File: config.mk
export PLATFORM = sky130hd
export DESIGN_NAME = ws2812_rx
export DESIGN_NICKNAME = d
export VERILOG_FILES = /design/src/rtl/ws2812_pkg.sv /design/src/rtl/ws2812_sync.sv /design/src/rtl/ws2812_rx.sv
export SDC_FILE = /design/constraint.sdc
export NUM_CORES = 1
export LEC_CHECK = 0
export ABC_AREA = 1
export CAP_MARGIN = 20
export CORE_ASPECT_RATIO = 1.75
export CORE_UTILIZATION = 60
export DETAILED_ROUTE_END_ITERATION = 12
export DONT_BUFFER_PORTS = 1
export PLACE_DENSITY_LB_ADDON = 0.3
export SLEW_MARGIN = 10
export SYNTH_ARGS = -nofsm -noshare
export SYNTH_HDL_FRONTEND = slang
export SYNTH_SLANG_ARGS = --single-unit
File: constraint.sdc
create_clock -name clk -period 3.5 [get_ports clk]
set_input_delay 0.35 -clock clk [delete_from_list [all_inputs] [get_ports clk]]
set_output_delay 0.35 -clock clk [all_outputs]
set_load 0.01 [all_outputs]
File: src/rtl/ws2812_pkg.sv
// ws2812_pkg: state encoding and default WS2812 timing shared by the receiver
// and the transmitter. All timing constants are in clock cycles.
package ws2812_pkg;

    typedef enum logic [1:0] {
        SYNC = 2'd0,  // waiting for a full reset gap before trusting the line
        IDLE = 2'd1,  // between frames
        HIGH = 2'd2,  // measuring a high pulse
        LOW  = 2'd3   // low phase between bits of a frame
    } ws2812_state_e;

    localparam int DEF_CLK_FRE = 27_000_000;
    localparam int DEF_WIDTH   = 24;

    // Integer arithmetic so fractional cycle counts truncate rather than round.
    function automatic int ns_to_cycles(input int clk_fre, input int ns);
        return clk_fre / 1_000_000 * ns / 1000;
    endfunction

    localparam int DEF_T_MIN_HIGH = ns_to_cycles(DEF_CLK_FRE, 150);     // 4
    localparam int DEF_T_THRESH   = ns_to_cycles(DEF_CLK_FRE, 625);     // 16
    localparam int DEF_T_MAX_HIGH = ns_to_cycles(DEF_CLK_FRE, 1500);    // 40
    localparam int DEF_T_RESET    = ns_to_cycles(DEF_CLK_FRE, 50_000);  // 1350

endpackage

File: src/rtl/ws2812_sync.sv
// ws2812_sync: brings the asynchronous WS2812 line into the clock domain.
// Two-flop synchronizer, a registered copy of the synchronized level, and
// rise/fall strobes aligned with that copy (pin edge to strobe: 3 cycles).
module ws2812_sync (
    input  logic clk,
    input  logic rst,
    input  logic din,
    output logic lvl,
    output logic rise,
    output logic fall
);

    logic meta;
    logic sync;

    // Synchronizer chain plus edge register; strobes line up with lvl.
    always_ff @(posedge clk or posedge rst) begin
        if (rst) begin
            meta <= 1'b0;
            sync <= 1'b0;
            lvl  <= 1'b0;
            rise <= 1'b0;
            fall <= 1'b0;
        end else begin
            // NOTE: non-blocking assignments make every flop sample the old
            // value of its predecessor; blocking here would collapse the chain.
            meta <= din;
            sync <= meta;
            lvl  <= sync;
            rise <= sync & ~lvl;
            fall <= ~sync & lvl;
        end
    end

endmodule

File: src/rtl/ws2812_rx.sv
// ws2812_rx: WS2812 one-wire stream decoder. Classifies each high pulse by
// width, assembles LSB-first words, flags frame end on the long low gap.
// Optional macro WS2812_RX_FWD_EN: daisy-chain forwarding on WS2812_Do of
// every word after the first of a frame; undefined, WS2812_Do is tied low.
module ws2812_rx
    import ws2812_pkg::*;
#(
    parameter int CLK_FRE      = DEF_CLK_FRE,
    parameter int WS2812_WIDTH = DEF_WIDTH,
    parameter int T_MIN_HIGH   = ns_to_cycles(CLK_FRE, 150),
    parameter int T_THRESH     = ns_to_cycles(CLK_FRE, 625),
    parameter int T_MAX_HIGH   = ns_to_cycles(CLK_FRE, 1500),
    parameter int T_RESET      = ns_to_cycles(CLK_FRE, 50_000)
) (
    input  logic                    clk,
    input  logic                    rst,
    input  logic                    WS2812_Di,
    output logic [WS2812_WIDTH-1:0] data,
    output logic                    data_valid,
    output logic [8:0]              word_idx,
    output logic                    frame_done,
    output logic                    bit_err,
    output logic                    WS2812_Do
);

    localparam int CW = $clog2(T_RESET + 1);
    localparam int BW = (WS2812_WIDTH > 1) ? $clog2(WS2812_WIDTH) : 1;

    localparam logic [CW-1:0] C_MIN      = CW'(T_MIN_HIGH);
    localparam logic [CW-1:0] C_THRESH   = CW'(T_THRESH);
    localparam logic [CW-1:0] C_MAX      = CW'(T_MAX_HIGH);
    localparam logic [CW-1:0] C_RESET    = CW'(T_RESET);
    localparam logic [CW-1:0] C_RESET_M1 = CW'(T_RESET - 1);
    localparam logic [BW-1:0] LAST_BIT   = BW'(WS2812_WIDTH - 1);

    logic lvl, rise, fall;

    ws2812_sync u_sync (
        .clk  (clk),
        .rst  (rst),
        .din  (WS2812_Di),
        .lvl  (lvl),
        .rise (rise),
        .fall (fall)
    );

    ws2812_state_e state_q, state_d;
    logic [CW-1:0] cnt_q, cnt_d, cnt_inc;
    logic [BW-1:0] bit_cnt_q, bit_cnt_d;
    logic [WS2812_WIDTH-1:0] shift_q, shift_d, data_d;
    logic [8:0] word_cnt_q, word_cnt_d, word_idx_d;
    logic seen_q, seen_d;
    logic dv_d, fd_d, err_d, abort;

    // Next-state and output decode. cnt always holds the number of cycles
    // spent at the current level, including the current one.
    always_comb begin
        // NOTE: every signal gets a default first, so no path leaves one
        // unassigned and no latch is inferred.
        state_d    = state_q;
        cnt_d      = cnt_q;
        bit_cnt_d  = bit_cnt_q;
        shift_d    = shift_q;
        word_cnt_d = word_cnt_q;
        seen_d     = seen_q;
        data_d     = data;
        word_idx_d = word_idx;
        dv_d       = 1'b0;
        fd_d       = 1'b0;
        err_d      = 1'b0;
        abort      = 1'b0;
        cnt_inc    = (cnt_q >= C_RESET) ? C_RESET : cnt_q + CW'(1);

        unique case (state_q)
            SYNC: begin
                if (lvl) begin
                    cnt_d = '0;
                end else begin
                    cnt_d = cnt_inc;
                    if (cnt_inc == C_RESET) state_d = IDLE;
                end
            end
            IDLE, LOW: begin
                cnt_d = cnt_inc;
                // Frame end is evaluated before a coincident rising edge.
                if (cnt_q == C_RESET_M1) begin
                    fd_d       = seen_q;
                    err_d      = (bit_cnt_q != '0);
                    seen_d     = 1'b0;
                    bit_cnt_d  = '0;
                    word_cnt_d = '0;
                    word_idx_d = '0;
                    state_d    = IDLE;
                end
                if (rise) begin
                    cnt_d   = CW'(1);
                    seen_d  = 1'b1;
                    state_d = HIGH;
                end
            end
            HIGH: begin
                if (fall) begin
                    if (cnt_q < C_MIN) begin
                        abort = 1'b1;
                    end else begin
                        shift_d[bit_cnt_q] = (cnt_q >= C_THRESH);
                        cnt_d   = CW'(1);
                        state_d = LOW;
                        if (bit_cnt_q == LAST_BIT) begin
                            data_d     = shift_d;
                            dv_d       = 1'b1;
                            word_idx_d = word_cnt_q;
                            bit_cnt_d  = '0;
                            if (word_cnt_q != 9'h1FF) word_cnt_d = word_cnt_q + 9'd1;
                        end else begin
                            bit_cnt_d = bit_cnt_q + BW'(1);
                        end
                    end
                end else if (cnt_q >= C_MAX) begin
                    abort = 1'b1;
                end else begin
                    cnt_d = cnt_inc;
                end
            end
            default: state_d = SYNC;
        endcase

        // An illegal pulse kills the frame: resynchronise on a full gap.
        if (abort) begin
            err_d      = 1'b1;
            bit_cnt_d  = '0;
            word_cnt_d = '0;
            seen_d     = 1'b0;
            cnt_d      = '0;
            state_d    = SYNC;
        end
    end

    // State, counters, assembly register and registered outputs.
    always_ff @(posedge clk or posedge rst) begin
        if (rst) begin
            // NOTE: the shift register is reset along with everything else so
            // no stale bits survive a mid-word reset.
            state_q    <= SYNC;
            cnt_q      <= '0;
            bit_cnt_q  <= '0;
            shift_q    <= '0;
            word_cnt_q <= '0;
            seen_q     <= 1'b0;
            data       <= '0;
            data_valid <= 1'b0;
            word_idx   <= '0;
            frame_done <= 1'b0;
            bit_err    <= 1'b0;
        end else begin
            state_q    <= state_d;
            cnt_q      <= cnt_d;
            bit_cnt_q  <= bit_cnt_d;
            shift_q    <= shift_d;
            word_cnt_q <= word_cnt_d;
            seen_q     <= seen_d;
            data       <= data_d;
            data_valid <= dv_d;
            word_idx   <= word_idx_d;
            frame_done <= fd_d;
            bit_err    <= err_d;
        end
    end

`ifdef WS2812_RX_FWD_EN
    logic fwd_active;

    // Arm forwarding once the first word of a frame is consumed.
    always_ff @(posedge clk or posedge rst) begin
        if (rst) begin
            fwd_active <= 1'b0;
        end else if (frame_done || bit_err) begin
            fwd_active <= 1'b0;
        end else if (data_valid && (word_idx == 9'd0)) begin
            fwd_active <= 1'b1;
        end
    end

    // lvl is the pin delayed by three register stages.
    assign WS2812_Do = fwd_active & lvl;
`else
    assign WS2812_Do = 1'b0;
`endif

endmodule

==> key figures, run 1 <==
Pwr
  • Internal: 1.55 mW
  • VDD IR-drop max: 431 uV
  • Clock power share: 42.9%
  • Total power: 1.97 mW
  • Sequential cell fraction of total power: 54.8%
  • Sw frac: 21.0%
  • Psw: 0.412 mW
  • Pwr Density: 399 mW/mm^2
  • Leakage: 2.46 nW
  • Logic gate share of total power: 2.3%

Detailed routing
  • DRC: 0
  • Total number of vias: 3798
  • Final ANT Viol Nets: 0
  • Routed wire length: 10.1 mm
  • DR iter-0 viols: 249
  • WL/cell: 14.7 um
  • Post-DR vias/cell: 5.52
  • DRT Pass-1 Iters: 5

Logic synthesis
  • Top FF cell, synth: dfrtp_1
  • Mapped Area: 0.00461 sq mm
  • Ys async rst share: 100%
  • Mux cell area share after synthesis: 0%
  • Sequential share of the synthesized area: 49.9%
  • Synth top cells by count: nand2_1 (190), dfrtp_1 (92), nor2_1 (68)
  • Simple-gate share of the synthesized area: 28.6%
  • Post-synth EDFFs: 0
  • Synth cell types: 34
  • Synth Area in Compound Gates: 10.0%
  • Biggest area consumer among synthesized cells: dfrtp_1
  • Post-synthesis net count: 607
  • Count leader, synth: nand2_1
  • Area contributors post-synth: dfrtp_1 (50%), nand2_1 (15%), nor2_1 (5.5%), inv_1 (5.5%), o21ai_0 (4.6%)
  • Synth Area in XOR/XNOR: 0.950%
  • Synth warn: 0
  • Synthesized flop and latch total: 92
  • Largest family of logic cells by synthesized area: simple AND/OR/NAND/NOR gates
  • Avg Synthesized Cell Area: 7.75 sq um
  • Synth Area in Adders: 2.44%
  • Area share of the largest cell type after synthesis: 49.9%
  • Mapped Cells: 595

Timing
  • Slew HR: 35.5%
  • Final Hold Viols: 0
  • RSZ-0062 raised after global routing: false
  • Clock Skew: 0.00797 ns
  • Pins Over Slew Limit: 0
  • Tcrit/Tclk final: 70.8%
  • F_max: 403 MHz
  • Worst-Margin Slew: 0.967 ns
  • Final setup viols: 0
  • Setup_tns: 0 ns
  • Final Critical Period: 2.48 ns

Clock tree
  • Clk sinks: 92
  • Bufs on Longest Clock Path: 2
  • Clk slew on worst S/H paths: 0.06 ns
  • Num CTS Buffers: 9
  • H-tree depth: 3
  • Clock Tree Root: clkbuf_16
  • CTS tree: done
  • Worst-Skew Late Latency: 0.34 ns

Die
  • Die H: 118 um
  • Die footprint: 0.00806 sq mm
  • Row cnt: 42
  • Die width: 68.3 um
  • Core area: 0.00751 sq mm
  • Num ports: 40
  • Starting Density: 61.4%

Global route
  • Number of global-route vias before repair: 3715
  • Initial antenna violation count: 0
  • Global route overflow: 0
  • First-pass GRT wire length: 16.8 mm
  • Total track usage: 28.0%
  • Largest net degree at the start of global routing: 38

Setup path
  • Crit path max fanout: 30
  • Data arrival time of the worst path: 2.66 ns
  • Critical path startpoint category: flop
  • CP required: 3.68 ns
  • Cell Chain, Critical Path: nor2_2, nand3_1, nor2_2, nor2_4, nand2_4, nor2_2, buf_4, inv_1, o22ai_1
  • Crit end category: flop
  • Critical path's slowest cell: inv_1
  • Reg2Reg Depth: 9
  • Crit Path Class: flop to flop
  • CP peak stage delay: 0.74 ns
  • CP most frequent cell: nor2_2

Finish
  • Area Growth Syn to Fin: 6.76%
  • Final nets: 608
  • Area of the multi-input gates: 0.00194 sq mm
  • # diodes: 0
  • Share of post-route cells with drive strength above 1: 7.50%
  • FF+latch area: 0.00230 sq mm
  • Fillers: 656

Run
  • MaxCap Viol Count: 0

Placement
  • Post-DP HPWL: 7.16 mm
  • Buffers on Ports: 0
  • Routability cong.: 0.885

Hold path
  • Min-Delay Path Depth: 0
  • HP Class: input pin to flop

Outcome
  • Status: finished clean
[logic make-up after synthesis]
group,Yosys count
xor gates and xnor gates,5
DFF,92
buffers and inverters,88
other,1
and+or+nand+nor,314
AOI/OAI and AO/OA,86
adders and majority gates,9
[cells in the final DEF (no fill, tap or decap), types with 4 or more instances in the layout]
cell         n
nor2_2       8
a31oi_1      5
dfrtp_1     92
clkinv_2     4
o22ai_1      5
nand4_1      6
a21oi_1     24
clkbuf_16    9
ha_1         9
inv_1       66
nand2_1    190
nand3_1     23
nor3_1       7
o21ai_1      5
o21ai_0     42
buf_4        4
inv_2        6
nor2_1      67
[flip-flops by register name (all words and copies together), names as in the netlist]
register and count:
data 24, cnt_q 11, shift_q 23, data_valid 1, state_q 2, frame_done 1
bit_err 1, word_cnt_q 9, u_sync.meta 1, word_idx 9, u_sync.fall 1, u_sync.sync 1
bit_cnt_q 5, u_sync.lvl 1, seen_q 1, u_sync.rise 1
[worst max-delay path, delay by kind of cell, from the launching register on]
family                 cells  cell delay, ns
buffers and inverters      2            0.97
and+or+nand+nor            6            0.73
AOI/OAI and AO/OA          1            0.16
DFF                        1            0.44
[through the flow]
stage                     setup WS (ns)  area (sq um)  cells  util (%)  hold slack, ns
after floorplan                   0.758          4610    595         -           0.331
after global routing              0.847          4920    688      65.5          0.0290
after detailed placement           1.05          4660    672      62.0           0.270
after CTS                          1.04          4920    688      65.5          0.0302
final                              1.02          4920    688      65.5          0.0436
after global placement             1.11          4660    672      62.0           0.267
[layer usage]
layer	share of wire, %	wire [um]	track usage (%)	vias to the layer above
li1	-	-	-	1867
met1	39	3980	33.9	1793
met3	4.8	488	5.91	26
met4	3.0	299	13.3	0
met5	0	0	0	-
met2	53	5350	45.8	112
[power groups by stage]
stage	Sequential (mW)	Clock (mW)	Combinational, mW
after floorplan	1.09	0	0.0344
after global placement	1.10	0	0.0442
after detailed placement	1.10	0	0.0456
after CTS	1.08	0.860	0.0470
after global routing	1.08	0.903	0.0540
final	1.08	0.844	0.0456
[repair_timing]
item / 4_1_cts / 5_1_grt
setup buffers: 0 / 0
endpoints found under the hold margin: 26 / 0
resized for setup: 0 / 0
hold buffers: 1 / 0
[final timing paths]
check                            startpoint      endpoint  slack (ns)
worst max-delay path               cnt_q[3]   word_idx[6]        1.02
worst min-delay path              WS2812_Di   u_sync.meta        0.04
worst max register to register     cnt_q[3]   word_idx[6]        1.02
worst min register to register  u_sync.meta   u_sync.sync        0.35
max in group asynchronous               rst   word_idx[0]        2.16
min in group asynchronous               rst  bit_cnt_q[2]        0.50
[final cells by class]
cell class | instances | share of cell area, %
multi-input cells | 415 | 39.5
clock buffers | 12 | 4.80
repair buffers | 5 | 0.813
well taps | 88 | 2.24
clock inverters | 3 | 0.305
inverters | 73 | 5.59
flip-flops and latches | 92 | 46.8
Note: power is estimated with default switching activity, not from simulation.
==> run 2: changes to the inputs <==
==> constraint.sdc (replaced) <==
create_clock -name clk -period 2.3 [get_ports clk]
set_input_delay 0.23 -clock clk [delete_from_list [all_inputs] [get_ports clk]]
set_output_delay 0.23 -clock clk [all_outputs]
set_load 0.01 [all_outputs]
==> run 2 against run 1 <==
Effect of this change: clock power increased by 79%; sequential share of layout area decreased by 1.1 points; first-iteration DRC count is 18% lower; flip-flop and latch count is the same; non-clock buffer count increased by 4; fmax grew 23%; highest routed layer unchanged.
==> key figures, run 2 (synthesized netlist as in run 1, its figures left out) <==
Global route
  • Largest net degree at the start of global routing: 47 (+24%)
  • Met3 usage: 6.30% (+0.39 points)
  • Global route overflow: 0 (unchanged)
  • Met1 usage in global routing: 29.8% (-4.1 points)
  • First-pass GRT wire length: 16.4 mm (-2.3%)
  • Initial antenna violation count: 0 (unchanged)
  • Total track usage: 27.4% (-0.61 points)
  • Number of global-route vias before repair: 3753 (+1.0%)
  • GR peak layer: met2
  • Met2 GRT Util: 46.7% (+0.92 points)

Detailed routing
  • Post-DR vias/cell: 5.43 (-1.7%)
  • Routed wire length: 9.90 mm (-2.1%)
  • DR iter-0 viols: 204 (-18%)
  • Final ANT Viol Nets: 0 (unchanged)
  • DRC: 0 (unchanged)
  • Total number of vias: 3751 (-1.2%)
  • DRT Pass-1 Iters: 5 (unchanged)
  • WL/cell: 14.3 um (-2.5%)

Die
  • Row cnt: 42 (unchanged)
  • Starting Density: 61.4% (unchanged)
  • Core area: 0.00751 sq mm (unchanged)
  • Die footprint: 0.00806 sq mm (unchanged)
  • Num ports: 40 (unchanged)
  • Die width: 68.3 um (unchanged)
  • Die H: 118 um (unchanged)

Timing
  • Pins Over Slew Limit: 0 (unchanged)
  • Setup_tns: 0 ns (unchanged)
  • Final Hold Viols: 0 (unchanged)
  • Final Critical Period: 2.02 ns (-0.458 ns)
  • Worst setup margin: 0.279 ns (-0.742 ns)
  • RSZ-0062 raised after global routing: false
  • Tcrit/Tclk final: 87.9% (+17 points)
  • Final setup viols: 0 (unchanged)
  • Hold slack: 0.391 ns (+0.348 ns)
  • F_max: 495 MHz (+23%)
  • Slew HR: 52.6% (+17 points)
  • Clock Skew: 0.00393 ns (-0.00404 ns)
  • Worst-Margin Slew: 0.709 ns (-0.258 ns)

Setup path
  • Setup crit start: cnt_q[5]
  • R2r endpoint: word_cnt_q[5]
  • Reg2reg setup slack: 0.28 ns (-0.74 ns)
  • FF-to-FF Start: cnt_q[5]
  • CP required: 2.53 ns (-1.15 ns)
  • Crit end category: flop
  • Crit Path Class: flop to flop
  • Crit path to: word_cnt_q[5]
  • Data arrival time of the worst path: 2.25 ns (-0.41 ns)
  • Reg2Reg Depth: 11 (+2)
  • Crit path max fanout: 13 (-57%)
  • Critical path startpoint category: flop

Finish
  • Top flop regs: data: 24 flops, shift_q: 23 flops, cnt_q: 11 flops
  • Post-Layout Inst Area: 0.00504 sq mm (+2.4%)
  • Final Instance Count excl. Fillers: 691 (+0.44%)
  • Area Growth Syn to Fin: 9.33%
  • FF+latch area: 0.00230 sq mm (unchanged)
  • Largest register by flop count: data
  • Most common cell after layout, fill and taps aside: nand2_1
  • Highest-count cells in the layout ignoring fill and taps: nand2_1 (190), dfrtp_1 (92), nor2_1 (67), inv_1 (66), o21ai_0 (42)
  • Final nets: 612 (+0.66%)
  • # diodes: 0 (unchanged)
  • Share of post-route cells with drive strength above 1: 8.29% (+0.79 points)
  • Area of the multi-input gates: 0.00194 sq mm (unchanged)
  • Max reg flops: 24 (unchanged)
  • Fillers: 627 (-4.4%)

Clock tree
  • Clk slew on worst S/H paths: 0.06 ns (about the same)
  • H-tree depth: 3 (unchanged)
  • Post-cts resize count: 0 (unchanged)
  • Clock Tree Root: clkbuf_16
  • Bufs on Longest Clock Path: 2 (unchanged)
  • Worst-Skew Late Latency: 0.34 ns (about the same)
  • Num CTS Buffers: 9 (unchanged)
  • Clk sinks: 92 (unchanged)
  • Hold_buf cts: 2 (+1)
  • CTS tree: done
  • Setup bufs post-CTS: 0 (unchanged)

Pwr
  • Leakage: 2.51 nW (+2.2%)
  • VDD IR-drop max: 464 uV (+7.5%)
  • Pwr Density: 640 mW/mm^2 (+60%)

Run
  • MaxCap Viol Count: 0 (unchanged)

Placement
  • Post-DP HPWL: 7.17 mm (+0.12%)
  • Place WS: 0.309 ns (-0.741 ns)
  • Placed cell area: 0.00471 sq mm (+1.1%)
  • DP Cell Count: 675 (+0.45%)
  • Buffers on Ports: 0 (unchanged)
  • Routability cong.: 0.922 (+4.2%)

Outcome
  • Status: finished clean

Hold path
  • HP Class: flop to flop
==> run 2: cell count changes in the layout (fill, tap and decap cells not counted), sizes merged <==
cell         previous run  this run
clkinv                  4         0
buf                     4         7
bufinv                  0         1
clkbuf                 12        13
clkinvlp                0         1
dlygate4sd3             1         2
==> run 2: where the power goes <==
group	total (mW)	internal (mW)	switching, mW
clock network	1.51	0.948	0.565
logic	0.0755	0.0210	0.0545
registers	1.64	1.63	0.0116
total	3.23	2.60	0.631
==> run 2: routing by layer <==
layer  wire (um)  up-vias  part of all wire (%)
met4         350        0                   3.5
met1        3930     1756                    40
met3         444       28                   4.5
li1            -     1872                     -
met2        5170       95                    52
met5           0        -                     0
==> run 2: stage by stage <==
stage / total power [mW] / utilization [%]
4_1_cts: 3.25 / 67.1
3_3_place_gp: 1.74 / 62.7
6_report: 3.23 / 67.1
3_5_place_dp: 1.74 / 62.7
5_1_grt: 3.32 / 67.1
2_1_floorplan: 1.72 / -
==> run 2: area by class of cell <==
type                    instances  share of cell area (%)
flip-flops and latches         92                    45.7
multi-input cells             415                    38.6
clock buffers                  13                    5.56
inverters                      73                    5.51
well taps                      88                    2.18
repair buffers                  9                    1.94
clock inverters                 1                   0.596
==> run 2: how the worst min path moves through the flow <==
stage,startpoint,endpoint,slack (ns),cells after the start
after detailed placement,rst,u_sync.fall,0.24,1
after floorplan,WS2812_Di,u_sync.meta,0.26,0
final,u_sync.meta,u_sync.sync,0.39,0
after CTS,u_sync.meta,u_sync.sync,0.39,0
after global placement,rst,cnt_q[9],0.23,1
after global routing,u_sync.meta,u_sync.sync,0.40,0
==> run 2: critical path, cell delays in order, from the launching register on <==
cell     delay, ns
dfrtp_1       0.51
nor2_2        0.18
nand3_1       0.10
nor2_2        0.16
nor2_4        0.06
nand2_4       0.16
nand2_4       0.12
o21ai_2       0.08
nand2_2       0.16
inv_1         0.19
nand2_1       0.08
o21a_1        0.11
==> run 3: changes to the inputs <==
--- a/config.mk
+++ b/config.mk
@@ -6,11 +6,12 @@
 export NUM_CORES = 1
 export LEC_CHECK = 0
 export ABC_AREA = 1
+export BUFFER_PORTS_ARGS = -buffer_cell sky130_fd_sc_hd__buf_4
 export CAP_MARGIN = 20
 export CORE_ASPECT_RATIO = 1.75
-export CORE_UTILIZATION = 60
+export CORE_UTILIZATION = 59
 export DETAILED_ROUTE_END_ITERATION = 12
-export DONT_BUFFER_PORTS = 1
+export MAX_ROUTING_LAYER = met4
 export PLACE_DENSITY_LB_ADDON = 0.3
 export SLEW_MARGIN = 10
 export SYNTH_ARGS = -nofsm -noshare
==> run 3 against run 2 <==
Effect of this change: hold slack got worse by 0.031 ns; largest power group unchanged; global-route usage rose by 3.6 points; critical path type unchanged; design area up 5.0%; critical endpoint is now word_cnt_q[7]; die area increased by 1.7%; clock skew increased by 0.0052 ns.
==> key figures, run 3 (synthesized netlist as in run 1, its figures left out) <==
Setup path
  • Crit path max-delay family: simple AND/OR/NAND/NOR gates
  • Crit end category: flop
  • Crit path max fanout: 12 (-1)
  • Worst Path Buf+Inv: 1 (unchanged)
  • Data arrival time of the worst path: 2.32 ns (+0.07 ns)
  • Critical path startpoint category: flop
  • CP peak stage delay: 0.42 ns (-0.09 ns)
  • Cell Chain, Critical Path: ha_1, nand2_1, nor2_1, nand2_1, nor3_1, ha_1, o21ai_2, nand2_2, inv_1, nand3_1, o21ai_0
  • Crit Path Class: flop to flop
  • Critical path's slowest cell: dfrtp_1
  • CP required: 2.53 ns (about the same)

Detailed routing
  • WL/cell: 14.4 um (+0.22%)
  • DRT Pass-1 Iters: 6 (+1)
  • WL met3: 506 um (+14%)
  • Final ANT Viol Nets: 0 (unchanged)
  • Total number of vias: 4056 (+8.1%)
  • Metal1 wirelength: 4.07 mm (+3.6%)
  • Routed wire length: 10.5 mm (+6.0%)
  • DRC: 0 (unchanged)
  • Met2 Routed Length: 5.50 mm (+6.3%)
  • DR iter-0 viols: 276 (+35%)
  • Post-DR vias/cell: 5.55 (+2.2%)
  • Top layer in use: met4

Finish
  • Top flop regs: data: 24 flops, shift_q: 23 flops, cnt_q: 11 flops
  • Share of post-route cells with drive strength above 1: 13.8% (+5.5 points)
  • # diodes: 0 (unchanged)
  • Area Growth Syn to Fin: 14.8%
  • Final core occ: 70.0% (+2.9 points)
  • Most common cell after layout, fill and taps aside: nand2_1
  • Highest-count cells in the layout ignoring fill and taps: nand2_1 (190), dfrtp_1 (92), nor2_1 (67), inv_1 (66), buf_4 (44)
  • Fillers: 625 (-0.32%)
  • Final nets: 650 (+6.2%)
  • Max reg flops: 24 (unchanged)
  • Largest register by flop count: data

Timing
  • F_max: 479 MHz (-3.2%)
  • Final Hold Viols: 0 (unchanged)
  • Final setup viols: 0 (unchanged)
  • Tcrit/Tclk final: 90.8% (+3.0 points)
  • Slew HR: 65.6% (+13 points)
  • Clock Skew: 0.00915 ns (+0.00522 ns)
  • Final Critical Period: 2.09 ns (+0.0679 ns)
  • Worst-Margin Slew: 0.516 ns (-0.194 ns)
  • Pins Over Slew Limit: 0 (unchanged)
  • Setup_tns: 0 ns (unchanged)
  • RSZ-0062 raised after global routing: false

Clock tree
  • Clock Tree Root: clkbuf_16
  • Bufs on Longest Clock Path: 2 (unchanged)
  • Clk sinks: 92 (unchanged)
  • Clk slew on worst S/H paths: 0.06 ns (about the same)
  • H-tree depth: 3 (unchanged)
  • CTS tree: done
  • Num CTS Buffers: 9 (unchanged)
  • Worst-Skew Late Latency: 0.34 ns (about the same)
  • Setup bufs post-CTS: 0 (unchanged)

Global route
  • Global route overflow: 0 (unchanged)
  • Number of global-route vias before repair: 3983 (+6.1%)
  • Initial antenna violation count: 0 (unchanged)
  • Largest net degree at the start of global routing: 47 (unchanged)
  • First-pass GRT wire length: 18.3 mm (+12%)
  • Total track usage: 31.0% (+3.6 points)

Die
  • Die H: 119 um (+0.83%)
  • Row cnt: 42 (unchanged)
  • Die footprint: 0.00819 sq mm (+1.7%)
  • Starting Density: 60.9% (-0.43 points)
  • Core area: 0.00757 sq mm (+0.70%)
  • Die width: 68.8 um (+0.82%)
  • Num ports: 40 (unchanged)

Pwr
  • Leakage: 2.70 nW (+7.6%)
  • Total power: 3.14 mW (-2.7%)
  • VDD IR-drop max: 494 uV (+6.5%)
  • Pwr Density: 593 mW/mm^2 (-7.4%)

Placement
  • Buffers on Ports: 38 (+38)
  • Routability cong.: 0.974 (+5.6%)
  • Post-DP HPWL: 7.60 mm (+6.0%)

Run
  • MaxCap Viol Count: 0 (unchanged)

Outcome
  • Status: finished clean

Hold path
  • HP Class: flop to flop
## run 3: routing by layer
layer	vias to the layer above	global-route usage (%)
li1	1951	-
met1	1892	35.8
met2	165	47.8
met3	48	8.91
met4	0	15.9
met5	-	-
## run 3: where the power goes
part	switching, mW	internal (mW)	total (mW)
clock network	0.590	0.832	1.42
registers	0.0106	1.63	1.64
logic	0.0569	0.0222	0.0791
## run 3: worst paths after layout
check	slack (ns)	to	cells after the start	from
worst max-delay path	0.21	word_cnt_q[7]	11	word_cnt_q[1]
worst min-delay path	0.36	u_sync.sync	0	u_sync.meta
worst max register to register	0.21	word_cnt_q[7]	11	word_cnt_q[1]
worst min register to register	0.36	u_sync.sync	0	u_sync.meta
max in group asynchronous	1.11	word_idx[7]	4	rst
min in group asynchronous	0.48	data[2]	3	rst
## run 3: layout make-up
type                       instances  area, sq um  area share [%]
clock buffer                      10          229            4.33
multi-input combinational        415         1950            36.8
timing repair buffer              47          370            7.00
sequential                        92         2300            43.5
inverter                          73          278            5.25
tap                               88          110            2.08
clock inverter                     6         55.1            1.04
## run 3: what timing repair did
item	CTS	global route
endpoints found under the setup margin	0	1
hold endpoints to repair	20	0
gates resized for setup	0	1
hold buffers	2	0
## run 3: stage by stage
stage               std cells  hold WS (ns)  setup slack [ns]  instance area [sq um]
global placement          713         0.289             0.431                   4980
CTS                       731         0.361             0.239                   5290
global route              731         0.376            0.0346                   5290
detailed placement        713         0.294             0.261                   4980
floorplan                 595         0.261             0.595                   4620
finish                    731         0.360             0.211                   5290
